$ cat src/rtl/cbus_rx_sync.sv
// Multi-lane 8b10b receive synchroniser: per-lane comma acquisition and
// error-budget loss-of-sync tracking with gated, registered data forwarding.
module cbus_rx_sync #(
  parameter int unsigned LANES    = 1,
  parameter int unsigned ACQ_CNT  = 3,
  parameter int unsigned ERR_MAX  = 4,
  parameter int unsigned GOOD_CNT = 4,
  parameter logic [7:0]  COMMA    = 8'hBC
) (
  input  logic               pcs_rxclk,
  input  logic               pcs_rxrst_n,
  input  logic [8*LANES-1:0] in_data,
  input  logic [LANES-1:0]   in_charisk,
  input  logic [LANES-1:0]   in_disperr,
  input  logic [LANES-1:0]   in_notintable,
  input  logic               in_valid,
  input  logic [LANES-1:0]   sticky_clr,
  output logic [8*LANES-1:0] out_data,
  output logic [LANES-1:0]   out_charisk,
  output logic               out_valid,
  output logic [LANES-1:0]   lane_sync,
  output logic               all_sync,
  output logic [LANES-1:0]   sticky_los
);

  typedef enum logic [1:0] {StLoss, StAcq, StSync} state_e;

  localparam logic [3:0] AcqMax  = 4'(ACQ_CNT);
  localparam logic [3:0] ErrMax  = 4'(ERR_MAX);
  localparam logic [3:0] GoodMax = 4'(GOOD_CNT);

  function automatic logic [3:0] sat_inc(input logic [3:0] v);
    return (v == 4'hF) ? v : v + 4'd1;
  endfunction

  // Reset release synchroniser; assertion stays asynchronous.
  logic [1:0] rst_sync_q;
  always_ff @(posedge pcs_rxclk or negedge pcs_rxrst_n) begin
    if (!pcs_rxrst_n) rst_sync_q <= 2'b00;
    else              rst_sync_q <= {rst_sync_q[0], 1'b1};
  end

  // FSMs only advance once reset release has propagated and input is qualified.
  logic upd;
  assign upd = rst_sync_q[1] & in_valid;

  for (genvar i = 0; i < LANES; i++) begin : g_lane
    state_e     state_q, state_d;
    logic [3:0] acq_q, acq_d, err_q, err_d, good_q, good_d;
    logic       los_evt;
    logic [7:0] data_q;
    logic       k_q, sticky_q;
    logic       bad, comma;

    assign bad   = in_disperr[i] | in_notintable[i];
    assign comma = in_charisk[i] & (in_data[8*i +: 8] == COMMA) & ~bad;

    // Next-state and counter update for the character presented this cycle.
    always_comb begin
      state_d = state_q;
      acq_d   = acq_q;
      err_d   = err_q;
      good_d  = good_q;
      los_evt = 1'b0;
      unique case (state_q)
        StLoss: begin
          if (comma) begin
            if (AcqMax <= 4'd1) begin
              state_d = StSync;
              acq_d   = 4'd0;
              err_d   = 4'd0;
              good_d  = 4'd0;
            end else begin
              state_d = StAcq;
              acq_d   = 4'd1;
            end
          end
        end
        StAcq: begin
          if (bad) begin
            state_d = StLoss;
            acq_d   = 4'd0;
            err_d   = 4'd0;
            good_d  = 4'd0;
          end else if (comma) begin
            acq_d = sat_inc(acq_q);
            if (acq_d >= AcqMax) begin
              state_d = StSync;
              err_d   = 4'd0;
              good_d  = 4'd0;
            end
          end
        end
        StSync: begin
          if (bad) begin
            err_d  = sat_inc(err_q);
            good_d = 4'd0;
            if (err_d >= ErrMax) begin
              state_d = StLoss;
              acq_d   = 4'd0;
              err_d   = 4'd0;
              good_d  = 4'd0;
              los_evt = 1'b1;
            end
          end else begin
            good_d = sat_inc(good_q);
            if (good_d >= GoodMax) begin
              good_d = 4'd0;
              err_d  = (err_q != 4'd0) ? err_q - 4'd1 : 4'd0;
            end
          end
        end
        default: state_d = StLoss;
      endcase
    end

    // Lane state, counters, gated output data and sticky loss flag.
    always_ff @(posedge pcs_rxclk or negedge pcs_rxrst_n) begin
      if (!pcs_rxrst_n) begin
        state_q  <= StLoss;
        acq_q    <= 4'd0;
        err_q    <= 4'd0;
        good_q   <= 4'd0;
        data_q   <= 8'd0;
        k_q      <= 1'b0;
        sticky_q <= 1'b0;
      end else begin
        if (upd) begin
          state_q <= state_d;
          acq_q   <= acq_d;
          err_q   <= err_d;
          good_q  <= good_d;
          // Gate on post-update state: accepting comma passes, losing char is blanked.
          data_q  <= (state_d == StSync) ? in_data[8*i +: 8] : 8'd0;
          k_q     <= (state_d == StSync) ? in_charisk[i] : 1'b0;
        end
        if (upd && los_evt) sticky_q <= 1'b1;
        else if (sticky_clr[i]) sticky_q <= 1'b0;
      end
    end

    assign out_data[8*i +: 8] = data_q;
    assign out_charisk[i]     = k_q;
    assign lane_sync[i]       = (state_q == StSync);
    assign sticky_los[i]      = sticky_q;
  end

  // Common qualifier and aggregate sync flag.
  always_ff @(posedge pcs_rxclk or negedge pcs_rxrst_n) begin
    if (!pcs_rxrst_n) begin
      out_valid <= 1'b0;
      all_sync  <= 1'b0;
    end else begin
      out_valid <= upd;
      all_sync  <= &lane_sync;
    end
  end

endmodule

$ cat config.mk
export PLATFORM = sky130hd
export DESIGN_NAME = cbus_rx_sync
export DESIGN_NICKNAME = d
export VERILOG_FILES = /design/src/rtl/cbus_rx_sync.sv
export SDC_FILE = /design/constraint.sdc
export NUM_CORES = 1
export LEC_CHECK = 0
export BUFFER_PORTS_ARGS = -buffer_cell sky130_fd_sc_hd__buf_2
export CELL_PAD_IN_SITES_DETAIL_PLACEMENT = 1
export CELL_PAD_IN_SITES_GLOBAL_PLACEMENT = 2
export CORE_UTILIZATION = 37
export CTS_CLUSTER_SIZE = 20
export DETAILED_ROUTE_END_ITERATION = 8
export PLACE_DENSITY_LB_ADDON = 0.3
export SYNTH_ARGS = -nofsm -noshare
export SYNTH_HDL_FRONTEND = slang
export SYNTH_SLANG_ARGS = --single-unit
$ cat constraint.sdc
create_clock -name pcs_rxclk -period 3.1 [get_ports pcs_rxclk]
set_input_delay 0.31 -clock pcs_rxclk [delete_from_list [all_inputs] [get_ports pcs_rxclk]]
set_output_delay 0.31 -clock pcs_rxclk [all_outputs]
set_load 0.05 [all_outputs]
==> flow_summary.ini, run 1 <==
[status]
outcome = completed

[power]
switching_share_of_power = 0.269
comb_power_share = 0.175
share_seq_of_total_power = 0.480
total_leakage_power_nw = 0.843
clkPwrFrac = 0.345
max-vdd-ir-drop_mv = 0.181
internal-power_mw = 0.613
power.net_switching_mw = 0.225
power.density_cell_area_nw_per_um2 = 467

[yosys]
syn-cell-area_um2 = 1550
synthFlopType = sky130_fd_sc_hd__dfrtp_1
synth_top_area_frac = 0.451
post_synth_inst_count = 153
netlist_top_cells_area = sky130_fd_sc_hd__dfrtp_1 45%, sky130_fd_sc_hd__ha_1 7.2%, sky130_fd_sc_hd__a22o_1 6.2%, sky130_fd_sc_hd__nand2_1 4.8%, sky130_fd_sc_hd__nor2_1 2.9%
synth_edf_count = 0
post_synth.cell_area_avg_um2 = 10.2
asyncSetResetFlopFracSynth = 1.00
synth_fp_nets = 177
yosys.cell_types.count = 46
synth_top_area_cell = sky130_fd_sc_hd__dfrtp_1
synth-seq-cells = 28
yosysSeqAreaShare = 0.451
yosys_warnings = 0

[setup_path]
cp-start-kind = register
crit_path_max_fanout = 6
endpoint_kind = register
critPathRequiredTime_ps = 3270
path_class = register to register
data_arrival_time_at_the_worst_slack_endpoint_ps = 2380

[detailed_routing]
drt-wirelength-per-cell_um = 16.0
drt_first_pass_iters = 4
post_drt_via_cell_ratio = 5.48
drt.antenna.violating_nets = 0
route.detailed.drc = 0
route.final.wire_length_um = 3690
initialDrtViolationCount = 57
detailroute.via_count = 1267

[floorplan]
boundaryPins = 28
rows = 23
fp.dieW_um = 66.8
fp.dieH_um = 66.8
die_area_um2 = 4460
initial_utilization = 0.386
core_area_um2 = 4030

[timing]
finalMaxSlewViolations = 0
fin_crit_sh = 0.711
skew_ps = 6.85
max_freq_mhz = 454
slew-limit-headroom = 0.582
worst_hold_slack_ps = 41.1
grt_setup_unrepaired = no
fin_crit_ps = 2200
worstMarginPinSlew_ps = 627
hold_violation_count_in_the_final_report = 0
timing.setup.tns_ps = 0
setup_viol_count_final = 0

[grt]
first_global_vias = 1323
global_route.usage.total = 0.191
grt_pass1_wl_um = 6270
grt_max_degree = 29
global_route_congestion_overflow_total = 0
initial_antenna_violation_count = 0

[clocking]
cts-buffers-inserted = 3
tritoncts = built
cts_max_path_buffers = 2
cts.sinks = 28
clkLatencyLatePin_ps = 280
clock_tree_root_buffer_cell = sky130_fd_sc_hd__clkbuf_8
postCtsSetupBuffers = 0
cts.clk_slew.worst_paths_ps = 100
h-tree-depth = 1
cts_hold_repair_buffers = 0
cts-resized-gates = 0

[cells_and_area]
layout_commonest_cell = sky130_fd_sc_hd__dfrtp_1
commonest_cells_after_routing_fill_and_taps_aside = 28 x sky130_fd_sc_hd__dfrtp_1, 27 x sky130_fd_sc_hd__buf_2, 20 x sky130_fd_sc_hd__nand2_1
drive_gt1_frac = 0.227
finalNetCount = 206
antennaDiodeCount = 0
design_area_um2 = 1800
flow.area_growth_from_synthesis_pct = 15.6

[placement]
instance_area_after_placement_um2 = 1730
gp_congestion = 0.845
dp.final_hpwl_um = 2910
placement.io_buffers = 27

[run]
max_cap_violations = 0

[min_path]
min_path_type = input pin to asynchronous set/reset pin
==> flip-flops by register name, indices dropped and copies added (netlist names) <==
register,count
all_sync,1
g_lane.acq_q,4
g_lane.err_q,4
g_lane.good_q,4
g_lane.state_q,2
out_charisk,1
out_data,8
out_valid,1
rst_sync_q,2
sticky_los,1
==> cells by family after synthesis <==
logic type	synth area share
flops	0.451
buf+inv	0.0338
compound gates	0.238
fa+ha+maj	0.0725
mux	0.0137
simple gates	0.189
other cells	0.00241
==> metrics by stage <==
step,setup WS (ps),std cells,total power [mW],util
2_1_floorplan,929,153,0.508,-
3_3_place_gp,947,227,0.552,0.428
3_5_place_dp,890,227,0.557,0.428
4_1_cts,872,231,0.847,0.446
5_1_grt,718,231,0.885,0.446
6_report,896,231,0.838,0.446
==> per-layer routing <==
layer | up-vias | part of all wire | GRT usage
met5 | - | 0 | 0
met4 | 0 | 0.010 | 0.0559
met3 | 4 | 0.012 | 0.0257
met2 | 8 | 0.52 | 0.336
met1 | 638 | 0.46 | 0.241
li1 | 617 | - | -
==> final timing paths <==
| kind | from | depth (start not counted) | slack, ps | to |
|---|---|---|---|---|
| max | g_lane[0].acq_q[0]$_DFFE_PN0P_ | 6 | 900 | g_lane[0].good_q[0]$_DFFE_PN0P_ |
| min | pcs_rxrst_n | 1 | 40 | g_lane[0].acq_q[0]$_DFFE_PN0P_ |
| max reg2reg | g_lane[0].acq_q[0]$_DFFE_PN0P_ | 6 | 900 | g_lane[0].good_q[0]$_DFFE_PN0P_ |
| min reg2reg | rst_sync_q[0]$_DFF_PN0_ | 0 | 370 | rst_sync_q[1]$_DFF_PN0_ |
| max in group asynchronous | pcs_rxrst_n | 1 | 2650 | out_data[5]$_DFFE_PN0P_ |
| min in group pcs_rxclk | sticky_clr | 2 | 210 | sticky_los$_DFFE_PN0P_ |
==> critical path, cell delays in order, from the launching register on <==
cell	delay [ps]
sky130_fd_sc_hd__dfrtp_1	460
sky130_fd_sc_hd__ha_1	270
sky130_fd_sc_hd__and2_1	170
sky130_fd_sc_hd__a21oi_1	70
sky130_fd_sc_hd__o31a_1	330
sky130_fd_sc_hd__o211ai_1	440
sky130_fd_sc_hd__mux2_1	370
==> cell usage after synthesis, drive strengths merged, types with 2 or more instances <==
cell type and number:
a21oi 6, o211ai 4, and2 5, nand2 21, nor4 2, a22o 11, o21ai 8, a31oi 2
nor2 13, nor3 3, buf 2, o31ai 2, nand3 4, ha 9, nand2b 2, inv 7
a211o 2, or2 2, dfrtp 28
==> power by group through the flow <==
stage | sequential (mW) | combinational [mW] | clock (mW)
final | 0.402 | 0.146 | 0.290
after global routing | 0.405 | 0.165 | 0.315
after CTS | 0.402 | 0.149 | 0.295
after detailed placement | 0.410 | 0.147 | 0
after global placement | 0.408 | 0.144 | 0
after floorplan | 0.406 | 0.102 | 0
==> area by class of cell <==
| class | instances | area (µm²) |
|---|---|---|
| Inverter | 7 | 26.3 |
| Clock buffer | 3 | 41.3 |
| Multi-Input combinational cell | 115 | 801 |
| Clock inverter | 1 | 30.0 |
| Tap cell | 50 | 62.6 |
| Fill cell | 483 | 2230 |
| Timing Repair Buffer | 27 | 135 |
| Sequential cell | 28 | 701 |
Note: power is estimated with default switching activity, not from simulation.
==> run 2: changes to the inputs <==
--- a/config.mk
+++ b/config.mk
@@ -8,7 +8,7 @@
 export BUFFER_PORTS_ARGS = -buffer_cell sky130_fd_sc_hd__buf_2
 export CELL_PAD_IN_SITES_DETAIL_PLACEMENT = 1
 export CELL_PAD_IN_SITES_GLOBAL_PLACEMENT = 2
-export CORE_UTILIZATION = 37
+export CORE_UTILIZATION = 31
 export CTS_CLUSTER_SIZE = 20
 export DETAILED_ROUTE_END_ITERATION = 8
 export PLACE_DENSITY_LB_ADDON = 0.3
==> constraint.sdc (replaced) <==
create_clock -name pcs_rxclk -period 2 [get_ports pcs_rxclk]
set_input_delay 0.2 -clock pcs_rxclk [delete_from_list [all_inputs] [get_ports pcs_rxclk]]
set_output_delay 0.2 -clock pcs_rxclk [all_outputs]
set_load 0.05 [all_outputs]
==> flow_summary.ini, run 2 (synthesized netlist as in run 1, its figures left out) <==
[timing]
max_freq_mhz = 501
grt_setup_unrepaired = yes
setup_viol_count_final = 0
slew-limit-headroom = 0.567
hold_violation_count_in_the_final_report = 0
worst_hold_slack_ps = 94.7
skew_ps = 4.83
finalMaxSlewViolations = 0
worstMarginPinSlew_ps = 650
fin_crit_ps = 2000
fin_crit_sh = 0.999

[floorplan]
initial_utilization = 0.325
die_area_um2 = 5300
boundaryPins = 28
fp.dieH_um = 72.8
rows = 25
core_area_um2 = 4790
fp.dieW_um = 72.8

[cells_and_area]
final_cell_count_without_fillers = 271
antennaDiodeCount = 0
finalNetCount = 229
drive_gt1_frac = 0.373
flow.area_growth_from_synthesis_pct = 34.1
layout_commonest_cell = sky130_fd_sc_hd__dfrtp_1
fill_cells = 573
commonest_cells_after_routing_fill_and_taps_aside = 28 x sky130_fd_sc_hd__dfrtp_1, 27 x sky130_fd_sc_hd__buf_2, 18 x sky130_fd_sc_hd__buf_4
largest_reg_flops = 8
final_core_util = 0.435

[setup_path]
critPathRequiredTime_ps = 2220
endpoint_kind = register
max_stage_delay_ps = 400
worstPathCellList = ha_2 -> and2_4 -> a211o_2 -> a31oi_4 -> buf_6 -> a21oi_4 -> a22oi_2 -> a22o_1
cp-start-kind = register
data_arrival_time_at_the_worst_slack_endpoint_ps = 2220
crit_path_max_fanout = 4
path_class = register to register
cpMaxStageDelayCell = sky130_fd_sc_hd__dfrtp_1

[detailed_routing]
post_drt_via_cell_ratio = 5.02
route.final.wire_length_um = 4180
drt.antenna.violating_nets = 0
initialDrtViolationCount = 25
route.detailed.drc = 0
drt-wirelength-per-cell_um = 15.4
detailroute.via_count = 1360
drt_first_pass_iters = 4

[placement]
gp_congestion = 0.831
placement.io_buffers = 27
dp.final_hpwl_um = 3110
post-place-cells = 258

[clocking]
cts.sinks = 28
cts-buffers-inserted = 3
cts_max_path_buffers = 2
clkLatencyLatePin_ps = 280
h-tree-depth = 1
tritoncts = built
clock_tree_root_buffer_cell = sky130_fd_sc_hd__clkbuf_8
cts.clk_slew.worst_paths_ps = 100

[power]
max-vdd-ir-drop_mv = 0.246
power.density_cell_area_nw_per_um2 = 670
total_leakage_power_nw = 0.975

[run]
max_cap_violations = 0

[grt]
grt_max_degree = 29
global_route_congestion_overflow_total = 0
global_route.usage.total = 0.172
grt_pass1_wl_um = 6960
initial_antenna_violation_count = 0
first_global_vias = 1476

[status]
outcome = completed

[min_path]
min_path_type = input pin to register
-- run 2: critical path, delay by kind of cell, from the launching register on --
| kind | cells | cell delay (ps) |
|---|---|---|
| AOI/OAI and AO/OA | 5 | 1030 |
| adders and majority gates | 1 | 210 |
| buffers and inverters | 1 | 140 |
| DFF | 1 | 400 |
| and+or+nand+nor | 1 | 160 |
-- run 2: path summary, 6_finish.rpt --
check                                               start                              end  slack (ps)  depth (start not counted)
setup / recovery           g_lane[0].err_q[0]$_DFFE_PN0P_          out_data[1]$_DFFE_PN0P_           3                          8
hold / removal                                 sticky_clr           sticky_los$_DFFE_PN0P_          90                          2
setup reg to reg           g_lane[0].err_q[0]$_DFFE_PN0P_          out_data[1]$_DFFE_PN0P_           3                          8
hold reg to reg                   rst_sync_q[0]$_DFF_PN0_          rst_sync_q[1]$_DFF_PN0_         360                          0
max in group asynchronous                     pcs_rxrst_n  g_lane[0].good_q[2]$_DFFE_PN0P_        1110                          2
min in group asynchronous                     pcs_rxrst_n               all_sync$_DFF_PN0_         470                          2
-- run 2: layout make-up --
type / instances / area (µm²) / area share
Clock inverter: 1 / 30.0 / 0.0144
Sequential cell: 28 / 701 / 0.336
Timing Repair Buffer: 49 / 314 / 0.151
Clock buffer: 3 / 41.3 / 0.0198
Tap cell: 67 / 83.8 / 0.0402
Multi-Input combinational cell: 116 / 887 / 0.426
Inverter: 7 / 26.3 / 0.0126
-- run 2: timing repair --
item | 4_1_cts | 5_1_grt
hold buffers | 1 | 0
buffers inserted | 4 | 4
endpoints found under the setup margin | 12 | 15
pin swaps | 9 | 12
gates resized for setup | 8 | 10
cloned | 1 | 0
hold endpoints to repair | 28 | 0
-- run 2: metrics by stage --
| step | cell area [µm²] | worst slack, ps | setup TNS [ps] | power [mW] |
|---|---|---|---|---|
| after floorplan | 1570 | 41.0 | 0 | 0.789 |
| after global placement | 1860 | 41.3 | 0 | 0.892 |
| final | 2080 | 2.52 | 0 | 1.40 |
| after detailed placement | 1860 | -25.6 | -197 | 0.904 |
| after CTS | 2020 | 0.367 | 0 | 1.40 |
| after global routing | 2080 | -102 | -912 | 1.46 |
-- run 2: power breakdown --
part	switching [mW]	total [mW]	internal, mW
registers	0.0223	0.613	0.591
clock network	0.187	0.455	0.268
logic	0.186	0.328	0.143
-- run 2: layer usage --
layer,wire (µm),GRT usage,vias to the layer above
li1,-,-,660
met1,1840,0.199,684
met2,2220,0.321,12
met3,81,0.0345,4
met4,39,0.0458,0
met5,0,0,-
==> run 3: changes to the inputs <==
--- a/config.mk
+++ b/config.mk
@@ -11,7 +11,8 @@
 export CORE_UTILIZATION = 31
 export CTS_CLUSTER_SIZE = 20
 export DETAILED_ROUTE_END_ITERATION = 8
-export PLACE_DENSITY_LB_ADDON = 0.3
+export PLACE_DENSITY = 0.72
+export RECOVER_POWER = 25
 export SYNTH_ARGS = -nofsm -noshare
 export SYNTH_HDL_FRONTEND = slang
 export SYNTH_SLANG_ARGS = --single-unit
==> flow_summary.ini, run 3 (synthesized netlist as in run 1, its figures left out) <==
[timing]
fin_crit_ps = 2040
skew_ps = 5.38
worst_slack_ps = -41.8
hold_violation_count_in_the_final_report = 0
setup_viol_count_final = 7
max_freq_mhz = 490
fin_crit_sh = 1.02
worstMarginPinSlew_ps = 683
grt_setup_unrepaired = yes
finalMaxSlewViolations = 0
slew-limit-headroom = 0.545

[grt]
first_global_vias = 1469
global_route_congestion_overflow_total = 0
grt_pass1_wl_um = 7030
grt_max_degree = 29
global_route.usage.total = 0.174
initial_antenna_violation_count = 0

[setup_path]
cp-start-kind = register
worstPathCellList = ha_2 -> and2_4 -> a211o_4 -> a31oi_4 -> o221a_4 -> o21ai_2 -> a22o_1
max_stage_delay_ps = 400
data_arrival_time_at_the_worst_slack_endpoint_ps = 2220
cpMaxStageDelayCell = sky130_fd_sc_hd__dfrtp_1
endpoint_kind = register
path_class = register to register
critPathRequiredTime_ps = 2180
crit_path_max_fanout = 7

[cells_and_area]
finalNetCount = 227
fill_cells = 580
commonest_cells_after_routing_fill_and_taps_aside = 28 x sky130_fd_sc_hd__dfrtp_1, 26 x sky130_fd_sc_hd__buf_2, 19 x sky130_fd_sc_hd__nand2_1, 19 x sky130_fd_sc_hd__buf_4, 12 x sky130_fd_sc_hd__nor2_1
final_core_util = 0.436
multi_input_area_um2 = 918
drive_gt1_frac = 0.361
final_cell_count_without_fillers = 269
design_area_um2 = 2090
layout_commonest_cell = sky130_fd_sc_hd__dfrtp_1
area_taken_by_flip_flops_and_latches_um2 = 701
flow.area_growth_from_synthesis_pct = 34.4
largest_reg_flops = 8
antennaDiodeCount = 0

[detailed_routing]
detailroute.via_count = 1367
drt-wirelength-per-cell_um = 15.6
route.detailed.drc = 0
initialDrtViolationCount = 47
drt_first_pass_iters = 4
post_drt_via_cell_ratio = 5.08
drt.antenna.violating_nets = 0
route.final.wire_length_um = 4200

[power]
power.density_cell_area_nw_per_um2 = 662
total_leakage_power_nw = 0.975
max-vdd-ir-drop_mv = 0.374

[placement]
gp_congestion = 0.878
dp.final_hpwl_um = 3110
placement.io_buffers = 27
instance_area_after_placement_um2 = 1860
pre_cts_ws_ps = -60.2
post-place-cells = 257

[clocking]
tritoncts = built
h-tree-depth = 1
cts-buffers-inserted = 3
clkLatencyLatePin_ps = 280
cts_max_path_buffers = 2
clock_tree_root_buffer_cell = sky130_fd_sc_hd__clkbuf_8
cts.sinks = 28
cts.clk_slew.worst_paths_ps = 100

[floorplan]
initial_utilization = 0.325
core_area_um2 = 4790
boundaryPins = 28
fp.dieW_um = 72.8
rows = 25
fp.dieH_um = 72.8
die_area_um2 = 5300

[status]
outcome = finished with violations
violations = setup timing

[min_path]
min_path_type = input pin to register

[run]
max_cap_violations = 0
==> run 3: cell count changes in the layout (fill, tap and decap cells not counted), sizes merged <==
cell | previous run | this run
clkbuf | 3 | 4
buf | 48 | 45
==> run 3: worst max-delay path, delay by kind of cell (launching register included) <==
family / cells / cell delay (ps)
flops: 1 / 400
fa+ha+maj: 1 / 200
simple gates: 1 / 140
compound gates: 5 / 1190
==> run 3: worst paths after layout <==
path	slack, ps	depth (start not counted)	to	startpoint
worst max-delay path	-40	7	g_lane[0].acq_q[0]$_DFFE_PN0P_	g_lane[0].err_q[1]$_DFFE_PN0P_
worst min-delay path	100	2	sticky_los$_DFFE_PN0P_	sticky_clr
worst max register to register	-40	7	g_lane[0].acq_q[0]$_DFFE_PN0P_	g_lane[0].err_q[1]$_DFFE_PN0P_
worst min register to register	360	0	rst_sync_q[1]$_DFF_PN0_	rst_sync_q[0]$_DFF_PN0_
max in group asynchronous	1080	2	g_lane[0].state_q[1]$_DFFE_PN0P_	pcs_rxrst_n
min in group asynchronous	490	2	out_data[0]$_DFFE_PN0P_	pcs_rxrst_n
==> run 3: repair_timing <==
item	4_1_cts	5_1_grt
resized for setup	11	6
hold endpoints to repair	28	0
hold buffers	1	0
setup buffers	4	2
pin swaps	15	6
endpoints found under the setup margin	13	19
cloned	1	0
==> run 3: routing by layer <==
layer,part of all wire,wire length [µm],global-route usage
met1,0.45,1890,0.221
met2,0.51,2130,0.305
met3,0.027,115,0.0276
met4,0.014,60,0.0523
met5,0,0,0
==> run 3: power breakdown <==
| part | internal (mW) | leakage, nW | switching, mW | total [mW] |
|---|---|---|---|---|
| clock network | 0.268 | 0.0357 | 0.182 | 0.450 |
| registers | 0.591 | 0.381 | 0.0223 | 0.613 |
| logic | 0.134 | 0.558 | 0.185 | 0.319 |
==> run 3: stage by stage <==
step                power [mW]  setup TNS, ps  hold WS, ps
detailed placement       0.907           -503          257
CTS                       1.38           -223         91.0
floorplan                0.789              0        -95.6
finish                    1.38           -140         96.9
global route              1.46          -1100          109
global placement         0.892              0          248
==> run 3: layout make-up <==
cell class | instances | share of cell area
Timing Repair Buffer | 47 | 0.138
Tap cell | 67 | 0.0401
Clock buffer | 3 | 0.0198
Clock inverter | 1 | 0.0144
Sequential cell | 28 | 0.336
Inverter | 7 | 0.0126
Multi-Input combinational cell | 116 | 0.440
